==> src/rtl/fft_pkg.sv <==
// ---------------------------------------------------------------------------
// fft_pkg : shared types and defaults for the DFT result unload path
// Rev 1.0
// ---------------------------------------------------------------------------
`default_nettype none

package fft_pkg;

  localparam int c_ADDR_W_DEFAULT = 12;
  localparam int c_DATA_W_DEFAULT = 32;

  typedef enum logic [1:0] {
    ST_IDLE  = 2'b00,
    ST_READ  = 2'b01,
    ST_DRAIN = 2'b10,
    ST_DONE  = 2'b11
  } rd_state_e;

  typedef struct packed {
    logic [15:0] re;
    logic [15:0] im;
  } fft_word_t;

endpackage

`default_nettype wire

==> src/rtl/fft_out_fifo2.sv <==
// ---------------------------------------------------------------------------
// fft_out_fifo2 : 2-entry output FIFO with data+last payload, registered head
// Rev 1.0
// ---------------------------------------------------------------------------
`default_nettype none

module fft_out_fifo2 #(
  parameter int DATA_W = 32
) (
  input  logic              clk,
  input  logic              nrst,
  input  logic              ce_i,
  input  logic              push_i,
  input  logic [DATA_W-1:0] push_data_i,
  input  logic              push_last_i,
  input  logic              pop_i,
  output logic [1:0]        occupancy_o,
  output logic              head_valid_o,
  output logic [DATA_W-1:0] head_data_o,
  output logic              head_last_o
);

  logic              head_vld_q;
  logic [DATA_W-1:0] head_data_q;
  logic              head_last_q;
  logic              tail_vld_q;
  logic [DATA_W-1:0] tail_data_q;
  logic              tail_last_q;
  logic              w_pop;

  assign w_pop = pop_i & head_vld_q;

  always_ff @(posedge clk or negedge nrst) begin
    if (!nrst) begin
      head_vld_q  <= 1'b0;
      head_data_q <= '0;
      head_last_q <= 1'b0;
      tail_vld_q  <= 1'b0;
      tail_data_q <= '0;
      tail_last_q <= 1'b0;
    end else if (ce_i) begin
      if (w_pop) begin
        // Tail always refills the head first so ordering is preserved.
        if (tail_vld_q) begin
          head_data_q <= tail_data_q;
          head_last_q <= tail_last_q;
          if (push_i) begin
            tail_data_q <= push_data_i;
            tail_last_q <= push_last_i;
          end else begin
            tail_vld_q <= 1'b0;
          end
        end else if (push_i) begin
          head_data_q <= push_data_i;
          head_last_q <= push_last_i;
        end else begin
          head_vld_q <= 1'b0;
        end
      end else if (push_i) begin
        if (!head_vld_q) begin
          head_vld_q  <= 1'b1;
          head_data_q <= push_data_i;
          head_last_q <= push_last_i;
        end else begin
          tail_vld_q  <= 1'b1;
          tail_data_q <= push_data_i;
          tail_last_q <= push_last_i;
        end
      end
    end
  end

  assign occupancy_o  = tail_vld_q ? 2'd2 : (head_vld_q ? 2'd1 : 2'd0);
  assign head_valid_o = head_vld_q;
  assign head_data_o  = head_data_q;
  assign head_last_o  = head_last_q;

endmodule

`default_nettype wire

==> src/rtl/fft_result_reader.sv <==
// ---------------------------------------------------------------------------
// fft_result_reader : streams N result bins from a 1-cycle-latency RAM out on
// a valid/ready interface, pulsing unload_done after the last accepted bin.
// Rev 1.0
// ---------------------------------------------------------------------------
`default_nettype none

module fft_result_reader
  import fft_pkg::*;
#(
  parameter int ADDR_W = c_ADDR_W_DEFAULT,
  parameter int DATA_W = c_DATA_W_DEFAULT
) (
  input  logic              clk,
  input  logic              nrst,
  input  logic              ce,
  input  logic [ADDR_W-1:0] sample_num,
  input  logic              calc_end,
  output logic              ram_rd_en,
  output logic [ADDR_W-1:0] ram_rd_addr,
  input  logic [DATA_W-1:0] ram_rd_data,
  output logic              m_valid,
  input  logic              m_ready,
  output logic [DATA_W-1:0] m_data,
  output logic              m_last,
  output logic              busy,
  output logic              unload_done,
  output logic [1:0]        state
);

  rd_state_e         state_q;
  logic [ADDR_W-1:0] n_q;
  logic [ADDR_W-1:0] rd_ptr_q;
  logic [ADDR_W-1:0] beat_cnt_q;
  logic              infl_q;
  logic              infl_last_q;

  logic [1:0]        w_occ;
  logic              w_pop;
  logic [2:0]        w_level;
  logic              w_ptr_is_last;
  logic              w_beat_is_last;

  assign w_pop          = m_valid & m_ready;
  assign w_ptr_is_last  = (rd_ptr_q == n_q - ADDR_W'(1));
  assign w_beat_is_last = (beat_cnt_q == n_q - ADDR_W'(1));

  // A beat leaving this cycle frees its slot, keeping 1 bin/cycle under ready=1.
  assign w_level   = 3'(w_occ) + 3'(infl_q) - 3'(w_pop);
  assign ram_rd_en = (state_q == ST_READ) && (w_level < 3'd2);

  always_ff @(posedge clk or negedge nrst) begin
    if (!nrst) begin
      state_q     <= ST_IDLE;
      n_q         <= '0;
      rd_ptr_q    <= '0;
      beat_cnt_q  <= '0;
      infl_q      <= 1'b0;
      infl_last_q <= 1'b0;
    end else if (ce) begin
      infl_q      <= ram_rd_en;
      infl_last_q <= ram_rd_en & w_ptr_is_last;
      case (state_q)
        ST_IDLE: begin
          if (calc_end) begin
            n_q        <= sample_num;
            rd_ptr_q   <= '0;
            beat_cnt_q <= '0;
            state_q    <= (sample_num == '0) ? ST_DONE : ST_READ;
          end
        end
        ST_READ: begin
          if (ram_rd_en) begin
            rd_ptr_q <= rd_ptr_q + ADDR_W'(1);
            if (w_ptr_is_last) state_q <= ST_DRAIN;
          end
          if (w_pop) beat_cnt_q <= beat_cnt_q + ADDR_W'(1);
        end
        ST_DRAIN: begin
          if (w_pop) begin
            beat_cnt_q <= beat_cnt_q + ADDR_W'(1);
            if (w_beat_is_last) state_q <= ST_DONE;
          end
        end
        default: state_q <= ST_IDLE;
      endcase
    end
  end

  fft_out_fifo2 #(
    .DATA_W (DATA_W)
  ) u_fifo (
    .clk          (clk),
    .nrst         (nrst),
    .ce_i         (ce),
    .push_i       (infl_q),
    .push_data_i  (ram_rd_data),
    .push_last_i  (infl_last_q),
    .pop_i        (m_ready),
    .occupancy_o  (w_occ),
    .head_valid_o (m_valid),
    .head_data_o  (m_data),
    .head_last_o  (m_last)
  );

  assign ram_rd_addr = rd_ptr_q;
  assign busy        = (state_q != ST_IDLE);
  assign unload_done = (state_q == ST_DONE);
  assign state       = state_q;

endmodule

`default_nettype wire
==> config.mk <==
export PLATFORM = sky130hd
export DESIGN_NAME = fft_result_reader
export DESIGN_NICKNAME = d
export VERILOG_FILES = /design/src/rtl/fft_pkg.sv /design/src/rtl/fft_out_fifo2.sv /design/src/rtl/fft_result_reader.sv
export SDC_FILE = /design/constraint.sdc
export NUM_CORES = 1
export LEC_CHECK = 0
export BUFFER_PORTS_ARGS = -buffer_cell sky130_fd_sc_hd__buf_2
export CAP_MARGIN = 20
export CORE_MARGIN = 10
export CORE_UTILIZATION = 40
export CTS_CLUSTER_DIAMETER = 30
export CTS_CLUSTER_SIZE = 24
export DETAILED_ROUTE_END_ITERATION = 8
export GPL_TIMING_DRIVEN = 0
export HOLD_SLACK_MARGIN = 0.06
export REMOVE_ABC_BUFFERS = 1
export SKIP_LAST_GASP = 1
export SLEW_MARGIN = 30
export SYNTH_ARGS = -nofsm -noshare
export SYNTH_HDL_FRONTEND = slang
export SYNTH_SLANG_ARGS = --single-unit
==> constraint.sdc <==
create_clock -name clk -period 3.5 [get_ports clk]
set_input_delay 0 -clock clk [delete_from_list [all_inputs] [get_ports clk]]
set_output_delay 0 -clock clk [all_outputs]
set_load 0.05 [all_outputs]
-- Yosys cells after proc, flatten, opt, wreduce, memory -nomap -nowiden
Cells that the tools add are included.
Widths: inputs -> output; s select.
- register bits: 108
- bits of input ports: 49
- word-level logic and storage cells: 95
- output and inout bits: 51
- bitwise logic cells: 2
- magnitude comparators: 1
- reduce and logical (&&, ||, !) cells: 18
- add/sub/neg operators: 5
- mux-type cells: 41
- equality and inequality tests: 16
- operators by type and width (kind ; number):
    $mux 32 ; 9
    $pmux 12 s2 ; 2
    $mux 12 ; 3
    $add 12x1->12 const B ; 2
    $eq 12x12->1 ; 2
    $mux 1 ; 19
    $ne 2x2->1 const B ; 9
    $reduce_and 4->1 ; 4
    $mux 2 ; 7
    $logic_not 12->1 ; 1
    $reduce_bool 2->1 ; 6
    $sub 12x1->12 const B ; 1
    $pmux 2 s3 ; 1
    $reduce_and 3->1 ; 2
    $reduce_and 6->1 ; 1
    $reduce_and 5->1 ; 1
    $eq 2x2->1 const B ; 2
    $ne 2x1->1 const B ; 2
    $add 2x1->3 ; 1
    $lt 3x2->1 const B ; 1
    $sub 3x1->3 ; 1
    $and 1x1->1 ; 2
    $eq 2x1->1 const B ; 1
    $logic_not 2->1 ; 1
    other kinds (2) ; 2

-- Longest topological paths before layout
Gate-level depths: netlist (run 1).
- depth after elaboration: 8
- depth in mapped cells: 13
- mapped depth without buffers: 12

-- Modules after synthesis
From an unflattened synthesis (run 1), not the netlist that was laid out.
- cells, all modules: 470
- area, all modules: 5730.5 um^2
- modules (own cells, without submodules) (module ; cells each ; instances ; area an instance (um^2)):
    fft_out_fifo2 ; 190 ; 1 ; 2975.4
    fft_result_reader ; 280 ; 1 ; 2755.1

-- Worst setup path before layout (run 1)
Ideal clock, no wire load.
- path type: register -> register
- from: register u_fifo.head_vld_q (netlist: u_fifo.head_valid_o)
- to: register rd_ptr_q[10] (netlist: ram_rd_addr[10])
- period minus slack after synthesis: 4.437 ns
- slack: -0.937 ns
- data required time: 3.362 ns
- stages on the path, launching flop included: 11
- arrival: 4.299 ns
- path through: dfrtp_1 -> clkbuf_1 -> nand2_1 -> inv_1 -> ha_1 -> nor2b_1 -> fa_1 -> nor3b_1 -> o21ai_0 -> nor2_1 -> nor2_1
- longest elaborated chain between the ends: 8
- elaborated cells between the ends (all ways): 9
- RTL lines (element ; line ; text):
    start, declared ; fft_out_fifo2.sv:23 ; logic head_vld_q;
    start signal, assigned ; fft_out_fifo2.sv:35 ; head_vld_q <= 1'b0;
    start signal, assigned ; fft_out_fifo2.sv:57 ; head_vld_q <= 1'b0;
    start signal, assigned ; fft_out_fifo2.sv:61 ; head_vld_q <= 1'b1;
    $mux 1 ; fft_out_fifo2.sv:73 ; assign occupancy_o = tail_vld_q ? 2'd2 : (head_vld_q ? 2'd1 : 2'd0);
    $mux 2 ; fft_out_fifo2.sv:73 ;
    $add 2x1->3 ; fft_result_reader.sv:49 ; assign w_level = 3'(w_occ) + 3'(infl_q) - 3'(w_pop);
    $sub 3x1->3 (*) ; fft_result_reader.sv:49 ;
    $lt 3x2->1 (*) ; fft_result_reader.sv:50 ; assign ram_rd_en = (state_q == ST_READ) && (w_level < 3'd2);
    $logic_and 1x1->1 (*) ; fft_result_reader.sv:50 ;
    net ram_rd_en ; fft_result_reader.sv:19 ; output logic ram_rd_en,
    $ne 2x2->1 (no source line) (*) ; n/a ;
    $reduce_and 4->1 (no source line) (*) ; n/a ;
    end signal, assigned ; fft_result_reader.sv:74 ; rd_ptr_q <= rd_ptr_q + ADDR_W'(1);
    end, declared ; fft_result_reader.sv:33 ; logic [ADDR_W-1:0] rd_ptr_q;
The timed path passes the listed nets; every way through them passes the cells marked *.
A chain may end at the register's enable or synchronous reset.

-- Worst setup path after layout (run 1)
- from: register n_q[0]
- to: register state_q[1] (netlist: state[1])
- longest elaborated chain between the ends: 4
- elaborated cells between the ends (all ways): 6
- RTL lines (element ; line ; text):
    start, declared ; fft_result_reader.sv:32 ; logic [ADDR_W-1:0] n_q;
    start signal, assigned ; fft_result_reader.sv:66 ; n_q <= sample_num;
    $sub 12x1->12 (*) ; fft_result_reader.sv:45, fft_result_reader.sv:46 ;
    $eq 12x12->1, on equally long branches ; fft_result_reader.sv:46, fft_result_reader.sv:45 ;
    $ne 2x2->1 (no source line) ; n/a ;
    $reduce_and 6->1 (no source line) (*) ; n/a ;
    end signal, assigned ; fft_result_reader.sv:69 ; state_q <= (sample_num == '0) ? ST_DONE : ST_READ;
    end, declared ; fft_result_reader.sv:31 ; rd_state_e state_q;
Mark *: on every way between the ends. The rest lies on a longest branch, timed or not.

==> flow_metrics.env, run 1 <==
export IMPL_place_ws_ns=-0.0917
export IMPL_grt_max_degree=71
export IMPL_synth_xor_area_share_pct=6.97
export IMPL_overflow=0
export IMPL_hold_viol=0
export IMPL_nets=722
export IMPL_critPathArrivalTime_ns=3.40
export IMPL_grt_use_total_pct=15.2
export IMPL_critical_path_top_delay_family="simple AND/OR/NAND/NOR gates"
export IMPL_drcViolationCount=0
export IMPL_power_mw=6.19
export IMPL_status="completed"
export IMPL_cp_end_kind="flip-flop"
export IMPL_post_dp_hpwl_um=10300
export IMPL_rr_startpoint="n_q[0]"
export IMPL_slowest_delay_ns=0.56
export IMPL_yosys_warnings=0
export IMPL_routedWlPerCell_um=16.5
export IMPL_ctsHtreeMaxLevel=3
export IMPL_tritoncts="yes"
export IMPL_rsz0062_at_grt="no"
export IMPL_synth_cell_type_count=56
export IMPL_clock_fmax_mhz=317
export IMPL_yosysSeqAreaShare_pct=48.6
export IMPL_drive_gt1_share_pct=27.2
export IMPL_antenna_found_initial=0
export IMPL_period_share_pct=90.0
export IMPL_grtUsageMet1_pct=17.4
export IMPL_setup_viol=0
export IMPL_multi_input_area_um2=2730
export IMPL_globalRouteMet3Util_pct=5.91
export IMPL_gr_max_usage_layer="met2"
export IMPL_avgSynthCellArea_um2=10.6
export IMPL_startpoint="n_q[0]"
export IMPL_clkTransAtPathRegs_ns=0.08
export IMPL_cp_required_ns=3.75
export IMPL_rows=43
export IMPL_gp_congestion=0.872
export IMPL_n_antenna_cell=0
export IMPL_die_area_um2=19000
export IMPL_grt_pass1_wl_um=23000
export IMPL_ys_seq_elements=108
export IMPL_cts_root_buf="clkbuf_16"
export IMPL_fill_cells=1259
export IMPL_netlist_instances=525
export IMPL_synth_adder_area_share_pct=2.16
export IMPL_relSlewSlack_pct=57.1
export IMPL_synth_edf_count=0
export IMPL_power_leakage_nw=3.47
export IMPL_syn_area_um2=5560
export IMPL_hp_class="input port to asynchronous set/reset pin"
export IMPL_cts_sinks=108
export IMPL_worst_path_buf_inv=1
export IMPL_synth_top_family_by_area="multiplexers"
export IMPL_numCtsBuffers=9
export IMPL_drv_slew=0
export IMPL_critPathLaunchType="flip-flop"
export IMPL_num_vias=4353
export IMPL_seq_area_um2=2700
export IMPL_start_util_pct=40.4
export IMPL_routed_via_density=5.13
export IMPL_finalCriticalPeriod_ns=3.15
export IMPL_vdd_drop_max_mv=0.458
export IMPL_crit_type="flip-flop to flip-flop"
export IMPL_syn2layout_area_growth_pct=27.8
export IMPL_core_area_um2=13800
export IMPL_drt_total_wl_um=14000
export IMPL_powerDensity_nw_per_um2=871
export IMPL_skew_ns=0.00854
export IMPL_die_h_um=138
export IMPL_synth_flop_cell="dfrtp_1"
export IMPL_synth_simple_area_share_pct=13.8
export IMPL_critPathSlowestCell="or4b_4"
export IMPL_port_buffers=99
export IMPL_maxCapViolCount=0
export IMPL_clock_latency_ns=0.36
export IMPL_first_global_vias=4609
export IMPL_path_cells="inv_1, ha_1, or4b_4, or4b_1, a21oi_1, o2111ai_1, a311oi_2, o21ai_2, mux2_4"
export IMPL_fin_ws_ns=0.349
export IMPL_io_pin_count=100
export IMPL_synthMuxAreaShare_pct=15.9
export IMPL_cts_setup_buffers=0
export IMPL_die_w_um=138
export IMPL_synth_compound_area_share_pct=9.52
export IMPL_async_flop_share_pct=100
export IMPL_grt_util_met2_pct=25.7
export IMPL_detail_route_iter0_violations=287
export IMPL_cp_max_fo=10
export IMPL_first_pass_iters=4
export IMPL_tightest_slew_ns=0.641
export IMPL_hold_worst_slack_ns=0.115
export IMPL_cts_path_max_buffers=2
export IMPL_postRouteAntennaNets=0
flip-flops by register name, indices dropped and copies added (netlist names):
register and flops:
u_fifo.head_data_o 32, u_fifo.tail_data_q 32, beat_cnt_q 12, n_q 12, ram_rd_addr 12, state 2, infl_last_q 1, infl_q 1
u_fifo.head_last_o 1, u_fifo.head_valid_o 1, u_fifo.tail_last_q 1, u_fifo.tail_vld_q 1
synthesized netlist by cell type (all sizes together) (3+ instances only):
master	instances	area share, %
dfrtp	108	49
nand2	61	4.1
o21ai	52	4.7
mux2	48	9.8
mux2i	34	6.1
nor2	28	1.9
xnor2	21	3.3
clkbuf	17	1.1
inv	16	1.1
nand3	14	1.3
xor2	13	2.0
nor3	12	1.1
a21oi	10	0.90
and3	8	0.90
buf	8	0.72
ha	8	1.8
nor4	6	0.67
or3	5	0.56
nor3b	4	0.54
xnor3	4	1.6
a22o	3	0.47
nor2b	3	0.34
o2111ai	3	0.47
o22ai	3	0.34
area by class of cell:
cell class | count | area share, %
clock buffers | 10 | 3.36
repair buffers | 153 | 15.0
well taps | 180 | 3.17
inverters | 17 | 0.898
clock inverters | 6 | 1.14
flip-flops and latches | 108 | 38.0
multi-input cells | 375 | 38.4
routing by layer:
| layer | vias to the layer above | share of wire [%] | wire length, µm |
|---|---|---|---|
| met2 | 107 | 49 | 6850 |
| met5 | - | 0 | 0 |
| met4 | 0 | 1.3 | 182 |
| li1 | 2125 | - | - |
| met1 | 2105 | 42 | 5930 |
| met3 | 16 | 7.5 | 1050 |
final timing paths:
check	endpoint	slack (ns)	depth (start not counted)
max in group asynchronous	u_fifo.head_data_o[5]	2.72	3
min reg2reg	u_fifo.head_data_o[12]	0.48	2
max	state[1]	0.35	9
min	beat_cnt_q[8]	0.12	2
max reg2reg	state[1]	0.35	9
min in group clk	ram_rd_addr[0]	0.19	4
placed cells by master, fill, tap and decap left out, types with 3 or more instances in the layout:
cell           synthesis  routed
dfrtp_1              108     108
a22o_1                 3       3
and3_1                 8       8
nor3_1                12      11
o2111ai_1              3       3
o21ai_0               51      51
buf_6                  1       3
nor2b_1                3       3
xor2_1                13      13
a21oi_1               10      10
nor2_1                28      27
or3_1                  5       5
nand3_1               14      13
xnor3_1                4       4
nand2_1               61      60
ha_1                   8       8
buf_4                  0       3
xnor2_1               21      21
dlygate4sd3_1          0      47
buf_2                  2      98
nor4_1                 6       6
inv_1                 16      16
mux2_2                47      47
o22ai_1                3       3
clkbuf_16              0       9
mux2i_1               34      34
through the flow:
step / utilization [%] / instances / setup TNS, ns / instance area [µm²]
6_report: 51.6 / 849 / 0 / 7110
5_1_grt: 51.6 / 849 / 0 / 7110
4_1_cts: 51.6 / 849 / 0 / 7100
3_5_place_dp: 45.8 / 786 / -0.685 / 6310
3_3_place_gp: 44.9 / 779 / -59.27 / 6180
2_1_floorplan: - / 500 / -23.23 / 5460
kinds of logic after synthesis:
family / Yosys count
buffers and inverters: 42
XOR/XNOR: 38
AND/OR/NAND/NOR: 158
multiplexers: 82
adder cells (fa/ha/maj): 9
AO/OA/AOI/OAI: 88
flip-flops: 108
power breakdown:
group          switching (mW)  internal [mW]  total [mW]
Sequential              0.481           1.75        2.23
Clock                   0.496          0.589        1.08
Combinational            1.82           1.06        2.88
what timing repair did:
action                                 CTS  global route
endpoints found under the hold margin  186             0
hold buffers                            47             0
cloned                                   0             0
setup endpoints to repair                9             2
resized for setup                        1             1
No activity file was read; power rests on OpenSTA's default activity.
==> inputs of run 2 (changes only) <==
--- a/config.mk
+++ b/config.mk
@@ -7,6 +7,8 @@
 export LEC_CHECK = 0
 export BUFFER_PORTS_ARGS = -buffer_cell sky130_fd_sc_hd__buf_2
 export CAP_MARGIN = 20
+export CELL_PAD_IN_SITES_DETAIL_PLACEMENT = 1
+export CELL_PAD_IN_SITES_GLOBAL_PLACEMENT = 1
 export CORE_MARGIN = 10
 export CORE_UTILIZATION = 40
 export CTS_CLUSTER_DIAMETER = 30
@@ -14,6 +16,7 @@
 export DETAILED_ROUTE_END_ITERATION = 8
 export GPL_TIMING_DRIVEN = 0
 export HOLD_SLACK_MARGIN = 0.06
+export PLACE_DENSITY_LB_ADDON = 0.1
 export REMOVE_ABC_BUFFERS = 1
 export SKIP_LAST_GASP = 1
 export SLEW_MARGIN = 30
==> flow_metrics.env, run 2 (synthesis gave the netlist of run 1 again) <==
export IMPL_final_cell_mix="108 x dfrtp_1, 98 x buf_2, 60 x nand2_1"
export IMPL_drcViolationCount=0
export IMPL_rsz0062_at_grt="no"
export IMPL_first_pass_iters=4
export IMPL_num_vias=4410
export IMPL_drt_total_wl_um=15000
export IMPL_die_h_um=138
export IMPL_clkTransAtPathRegs_ns=0.07
export IMPL_period_share_pct=89.5
export IMPL_cts_path_max_buffers=2
export IMPL_detail_route_iter0_violations=176
export IMPL_layout_commonest_cell="dfrtp_1"
export IMPL_antenna_found_initial=0
export IMPL_die_area_um2=19000
export IMPL_cts_sinks=108
export IMPL_gp_congestion=0.843
export IMPL_finalCriticalPeriod_ns=3.13
export IMPL_drv_slew=0
export IMPL_critPathArrivalTime_ns=3.37
export IMPL_fill_cells=1529
export IMPL_hold_end="u_fifo.head_valid_o"
export IMPL_critPathLaunchType="flip-flop"
export IMPL_grt_max_degree=59
export IMPL_grt_pass1_wl_um=24700
export IMPL_powerDensity_nw_per_um2=874
export IMPL_tightest_slew_ns=0.680
export IMPL_reg2regPathDepth=9
export IMPL_skew_ns=0.00767
export IMPL_post_dp_hpwl_um=11200
export IMPL_maxCapViolCount=0
export IMPL_clock_fmax_mhz=319
export IMPL_numCtsBuffers=9
export IMPL_routedWlPerCell_um=17.7
export IMPL_routed_via_density=5.21
export IMPL_clock_latency_ns=0.35
export IMPL_core_area_um2=13800
export IMPL_hp_class="input port to flip-flop"
export IMPL_postRouteAntennaNets=0
export IMPL_cp_end_kind="flip-flop"
export IMPL_port_buffers=99
export IMPL_io_pin_count=100
export IMPL_start_util_pct=40.4
export IMPL_cp_max_fo=10
export IMPL_vdd_drop_max_mv=0.495
export IMPL_syn2layout_area_growth_pct=27.1
export IMPL_cts_root_buf="clkbuf_16"
export IMPL_fin_util_pct=51.3
export IMPL_tritoncts="yes"
export IMPL_grt_use_total_pct=16.4
export IMPL_drive_gt1_share_pct=27.0
export IMPL_ctsHtreeMaxLevel=3
export IMPL_min_delay_start="ce"
export IMPL_hold_path_depth=3
export IMPL_overflow=0
export IMPL_cp_required_ns=3.74
export IMPL_crit_type="flip-flop to flip-flop"
export IMPL_relSlewSlack_pct=54.5
export IMPL_hold_worst_slack_ns=0.0715
export IMPL_power_leakage_nw=3.46
export IMPL_die_w_um=138
export IMPL_nets=720
export IMPL_first_global_vias=4884
export IMPL_rr_startpoint="n_q[0]"
export IMPL_rows=43
export IMPL_n_antenna_cell=0
export IMPL_hold_viol=0
export IMPL_setup_viol=0
export IMPL_status="completed"
export IMPL_r2r_end="state[1]"
export IMPL_r2r_setup_slack_ns=0.37
[run 2: changes by cell type in the layout (fill, tap and decap cells not counted)]
cell and change:
buf_4 +1, buf_6 -3, buf_8 +1, clkbuf_1 +1
clkbuf_8 -1, clkinv_4 -1, clkinv_8 -1, dlygate4sd3_1 -1
inv_6 +1, inv_8 +1
[run 2: through the flow]
| step | total power [mW] | std cells | area (µm²) | TNS (ns) | setup WS, ns |
|---|---|---|---|---|---|
| 2_1_floorplan | 4.29 | 500 | 5460 | -23.23 | -0.839 |
| 3_3_place_gp | 4.97 | 779 | 6180 | -59.91 | -1.82 |
| 4_1_cts | 6.26 | 847 | 7060 | 0 | 0.247 |
| 3_5_place_dp | 5.13 | 785 | 6290 | -0.761 | -0.0966 |
| 5_1_grt | 6.64 | 847 | 7070 | 0 | 0.130 |
| 6_report | 6.18 | 847 | 7070 | 0 | 0.367 |
[run 2: how the worst max path moves through the flow]
stage	slack, ns	to	from	cells after the start
final	0.37	state[1]	n_q[0]	9
after global routing	0.13	ram_rd_addr[6]	u_fifo.head_valid_o	11
after CTS	0.25	ram_rd_addr[8]	u_fifo.head_valid_o	9
after detailed placement	-0.1	ram_rd_addr[8]	u_fifo.head_valid_o	9
after global placement	-1.82	u_fifo.tail_data_q[2]	u_fifo.head_valid_o	3
after floorplan	-0.84	ram_rd_addr[10]	u_fifo.head_valid_o	9
[run 2: timing repair]
action	CTS	global route
setup endpoints to repair	9	3
gates resized for setup	1	1
hold buffers	46	0
endpoints found under the hold margin	185	0
setup buffers	0	0
[run 2: layout make-up]
| type | count | area (µm²) | area share, % |
|---|---|---|---|
| inverter | 17 | 63.8 | 0.903 |
| clock inverter | 6 | 76.3 | 1.08 |
| sequential | 108 | 2700 | 38.2 |
| multi-input combinational | 375 | 2730 | 38.6 |
| timing repair buffer | 151 | 1040 | 14.8 |
| clock buffer | 10 | 229 | 3.24 |
| tap | 180 | 225 | 3.19 |
[run 2: metal layers]
metal	vias to the layer above	wire, µm	track usage (%)
met5	-	0	0
met4	0	125	3.53
met3	8	904	5.65
met2	78	7760	28.5
met1	2205	6220	19.0
li1	2119	-	-
[run 2: power breakdown]
part,switching (mW),total [mW],internal [mW]
clock network,0.481,1.05,0.570
logic,1.85,2.90,1.06
registers,0.475,2.22,1.75
total,2.81,6.18,3.37
[run 2: worst max-delay path, cell delays in order (launching register included)]
cell	delay [ns]
dfrtp_1	0.47
inv_1	0.09
ha_1	0.36
or4b_4	0.57
or4b_1	0.53
a21oi_1	0.13
o2111ai_1	0.14
a311oi_2	0.29
o21ai_2	0.13
mux2_4	0.32
==> inputs of run 3 (changes only) <==
--- a/config.mk
+++ b/config.mk
@@ -22,4 +22,5 @@
 export SLEW_MARGIN = 30
 export SYNTH_ARGS = -nofsm -noshare
 export SYNTH_HDL_FRONTEND = slang
+export SYNTH_HIERARCHICAL = 1
 export SYNTH_SLANG_ARGS = --single-unit
==> flow_metrics.env, run 3 <==
export IMPL_die_area_um2=19500
export IMPL_vdd_drop_max_mv=0.445
export IMPL_skew_ns=0.00746
export IMPL_drv_slew=0
export IMPL_drcViolationCount=0
export IMPL_post_dp_hpwl_um=10800
export IMPL_numCtsBuffers=9
export IMPL_critPathArrivalTime_ns=3.49
export IMPL_fill_cells=1478
export IMPL_cp_max_fo=10
export IMPL_num_vias=4197
export IMPL_die_w_um=140
export IMPL_crit_type="flip-flop to flip-flop"
export IMPL_clock_latency_ns=0.36
export IMPL_path_cells="or4_4, nor3_1, mux2i_1, nand4b_1, nor4_2, o22ai_2, mux2_4"
export IMPL_yosysMostFrequentCell="mux2_2"
export IMPL_syn2layout_area_growth_pct=26.4
export IMPL_io_pin_count=100
export IMPL_first_pass_iters=4
export IMPL_cts_root_buf="clkbuf_16"
export IMPL_avgSynthCellArea_um2=12.2
export IMPL_grt_use_total_pct=15.5
export IMPL_rows=43
export IMPL_synth_cell_type_count=58
export IMPL_ys_top_cells_by_count="113 x mux2_2, 108 x dfrtp_1, 29 x nor2_1"
export IMPL_grt_max_degree=78
export IMPL_powerDensity_nw_per_um2=771
export IMPL_yosysSeqAreaShare_pct=47.2
export IMPL_setup_viol=0
export IMPL_synth_largest_area_cell="dfrtp_1"
export IMPL_critPathLaunchType="flip-flop"
export IMPL_routedWlPerCell_um=18.9
export IMPL_cp_required_ns=3.74
export IMPL_synth_flop_cell="dfrtp_1"
export IMPL_critPathSlowestCell="or4_4"
export IMPL_netlist_area_leader_share_pct=47.2
export IMPL_finalCriticalPeriod_ns=3.25
export IMPL_gp_congestion=0.800
export IMPL_cts_sinks=108
export IMPL_cp_end_kind="flip-flop"
export IMPL_dp_cells=735
export IMPL_core_area_um2=13900
export IMPL_rsz0062_at_grt="no"
export IMPL_worst_path_buf_inv=0
export IMPL_synth_edf_count=0
export IMPL_slowest_delay_ns=0.71
export IMPL_ctsHtreeMaxLevel=3
export IMPL_detail_route_iter0_violations=126
export IMPL_first_global_vias=4667
export IMPL_status="completed"
export IMPL_place_area_um2=6450
export IMPL_drt_total_wl_um=15100
export IMPL_syn_area_um2=5730
export IMPL_maxCapViolCount=0
export IMPL_period_share_pct=92.9
export IMPL_hold_viol=0
export IMPL_antenna_found_initial=1
export IMPL_synth_area_leaders="dfrtp_1 47%, mux2_2 22%, xor2_1 2.9%"
export IMPL_cts_path_max_buffers=2
export IMPL_yosys_warnings=6
export IMPL_tightest_slew_ns=0.652
export IMPL_layout_commonest_cell="mux2_2"
export IMPL_hp_class="input port to asynchronous set/reset pin"
export IMPL_netlist_instances=470
export IMPL_final_cell_mix="113 x mux2_2, 108 x dfrtp_1, 98 x buf_2"
export IMPL_overflow=0
export IMPL_nets=671
export IMPL_clock_fmax_mhz=308
export IMPL_port_buffers=99
export IMPL_ys_seq_elements=108
export IMPL_grt_pass1_wl_um=24900
export IMPL_finalNonFillerCells=799
export IMPL_routed_via_density=5.25
export IMPL_critical_path_top_delay_family="simple AND/OR/NAND/NOR gates"
export IMPL_die_h_um=140
export IMPL_postRouteAntennaNets=0
export IMPL_relSlewSlack_pct=56.4
export IMPL_clkTransAtPathRegs_ns=0.07
export IMPL_cts_setup_buffers=0
export IMPL_hold_worst_slack_ns=0.0876
export IMPL_tritoncts="yes"
export IMPL_start_util_pct=41.1
export IMPL_async_flop_share_pct=100
export IMPL_fin_util_pct=52.0
export IMPL_final_area_um2=7250
export IMPL_drive_gt1_share_pct=40.8
export IMPL_power_leakage_nw=3.31
-- run 3: repair_timing --
item | CTS | global route
hold buffers | 47 | 0
hold endpoints to repair | 186 | 0
endpoints found under the setup margin | 5 | 7
pin swaps | 0 | 0
gates resized for setup | 1 | 3
-- run 3: area by class of cell --
type / count / area, µm² / area share [%]
Inverter: 14 / 52.6 / 0.725
Timing Repair Buffer: 153 / 1080 / 14.9
Clock inverter: 6 / 55.1 / 0.760
Antenna cell: 1 / 2.50 / 0.0345
Clock buffer: 10 / 239 / 3.30
Tap cell: 180 / 225 / 3.11
Sequential cell: 108 / 2700 / 37.3
Multi-Input combinational cell: 327 / 2890 / 39.9
-- run 3: routing by layer --
metal  part of all wire [%]  up-vias  routed length, µm  GRT usage, %
met4                    2.4        0                366          5.98
met5                      0        -                  0             0
met3                    4.1       19                617          3.61
met1                     45     2143               6770          19.3
li1                       -     1965                  -             -
met2                     49       70               7320          25.6
-- run 3: final timing paths --
path	startpoint	end	slack, ns	cells after the start
setup reg to reg	n_q[3]	state[1]	0.25	7
max in group asynchronous	nrst	u_fifo/head_data_o[29]	2.73	3
hold / removal	nrst	beat_cnt_q[8]	0.09	2
setup / recovery	n_q[3]	state[1]	0.25	7
hold reg to reg	u_fifo/head_last_o	u_fifo/head_last_o	0.50	1
min in group clk	calc_end	beat_cnt_q[11]	0.26	3
-- run 3: kinds of logic (layout without fill, tap and decap cells) --
group	after synthesis	count (layout)	share of synthesized area (%)
other	0	1	0
XOR/XNOR	40	40	7.31
adder cells (fa/ha/maj)	9	9	2.10
multiplexers	117	117	23.0
flip-flops	108	108	47.2
AND/OR/NAND/NOR	122	122	12.2
buffers and inverters	35	183	3.10
AO/OA/AOI/OAI	39	39	5.13
-- run 3: report_power, final --
part / total (mW) / leakage, nW / switching [mW] / internal, mW
clock: 1.02 / 0.139 / 0.498 / 0.517
combinational: 2.54 / 1.85 / 1.54 / 0.991
sequential: 2.04 / 1.33 / 0.335 / 1.70
total: 5.59 / 3.31 / 2.38 / 3.21
-- run 3: worst reg2reg max path: cells and delay by family, from the launching register on --
family,cells,cell delay (ns)
DFF,1,0.53
AOI/OAI and AO/OA,1,0.17
and+or+nand+nor,4,1.86
muxes,2,0.57
-- run 3: through the flow --
step	TNS, ns	total power, mW	setup WS, ns
floorplan	-12.62	3.85	-1.25
global placement	-1.30	4.39	-0.296
detailed placement	-0.381	4.56	-0.175
CTS	0	5.64	0.0992
global route	0	5.96	0.0752
finish	0	5.59	0.250
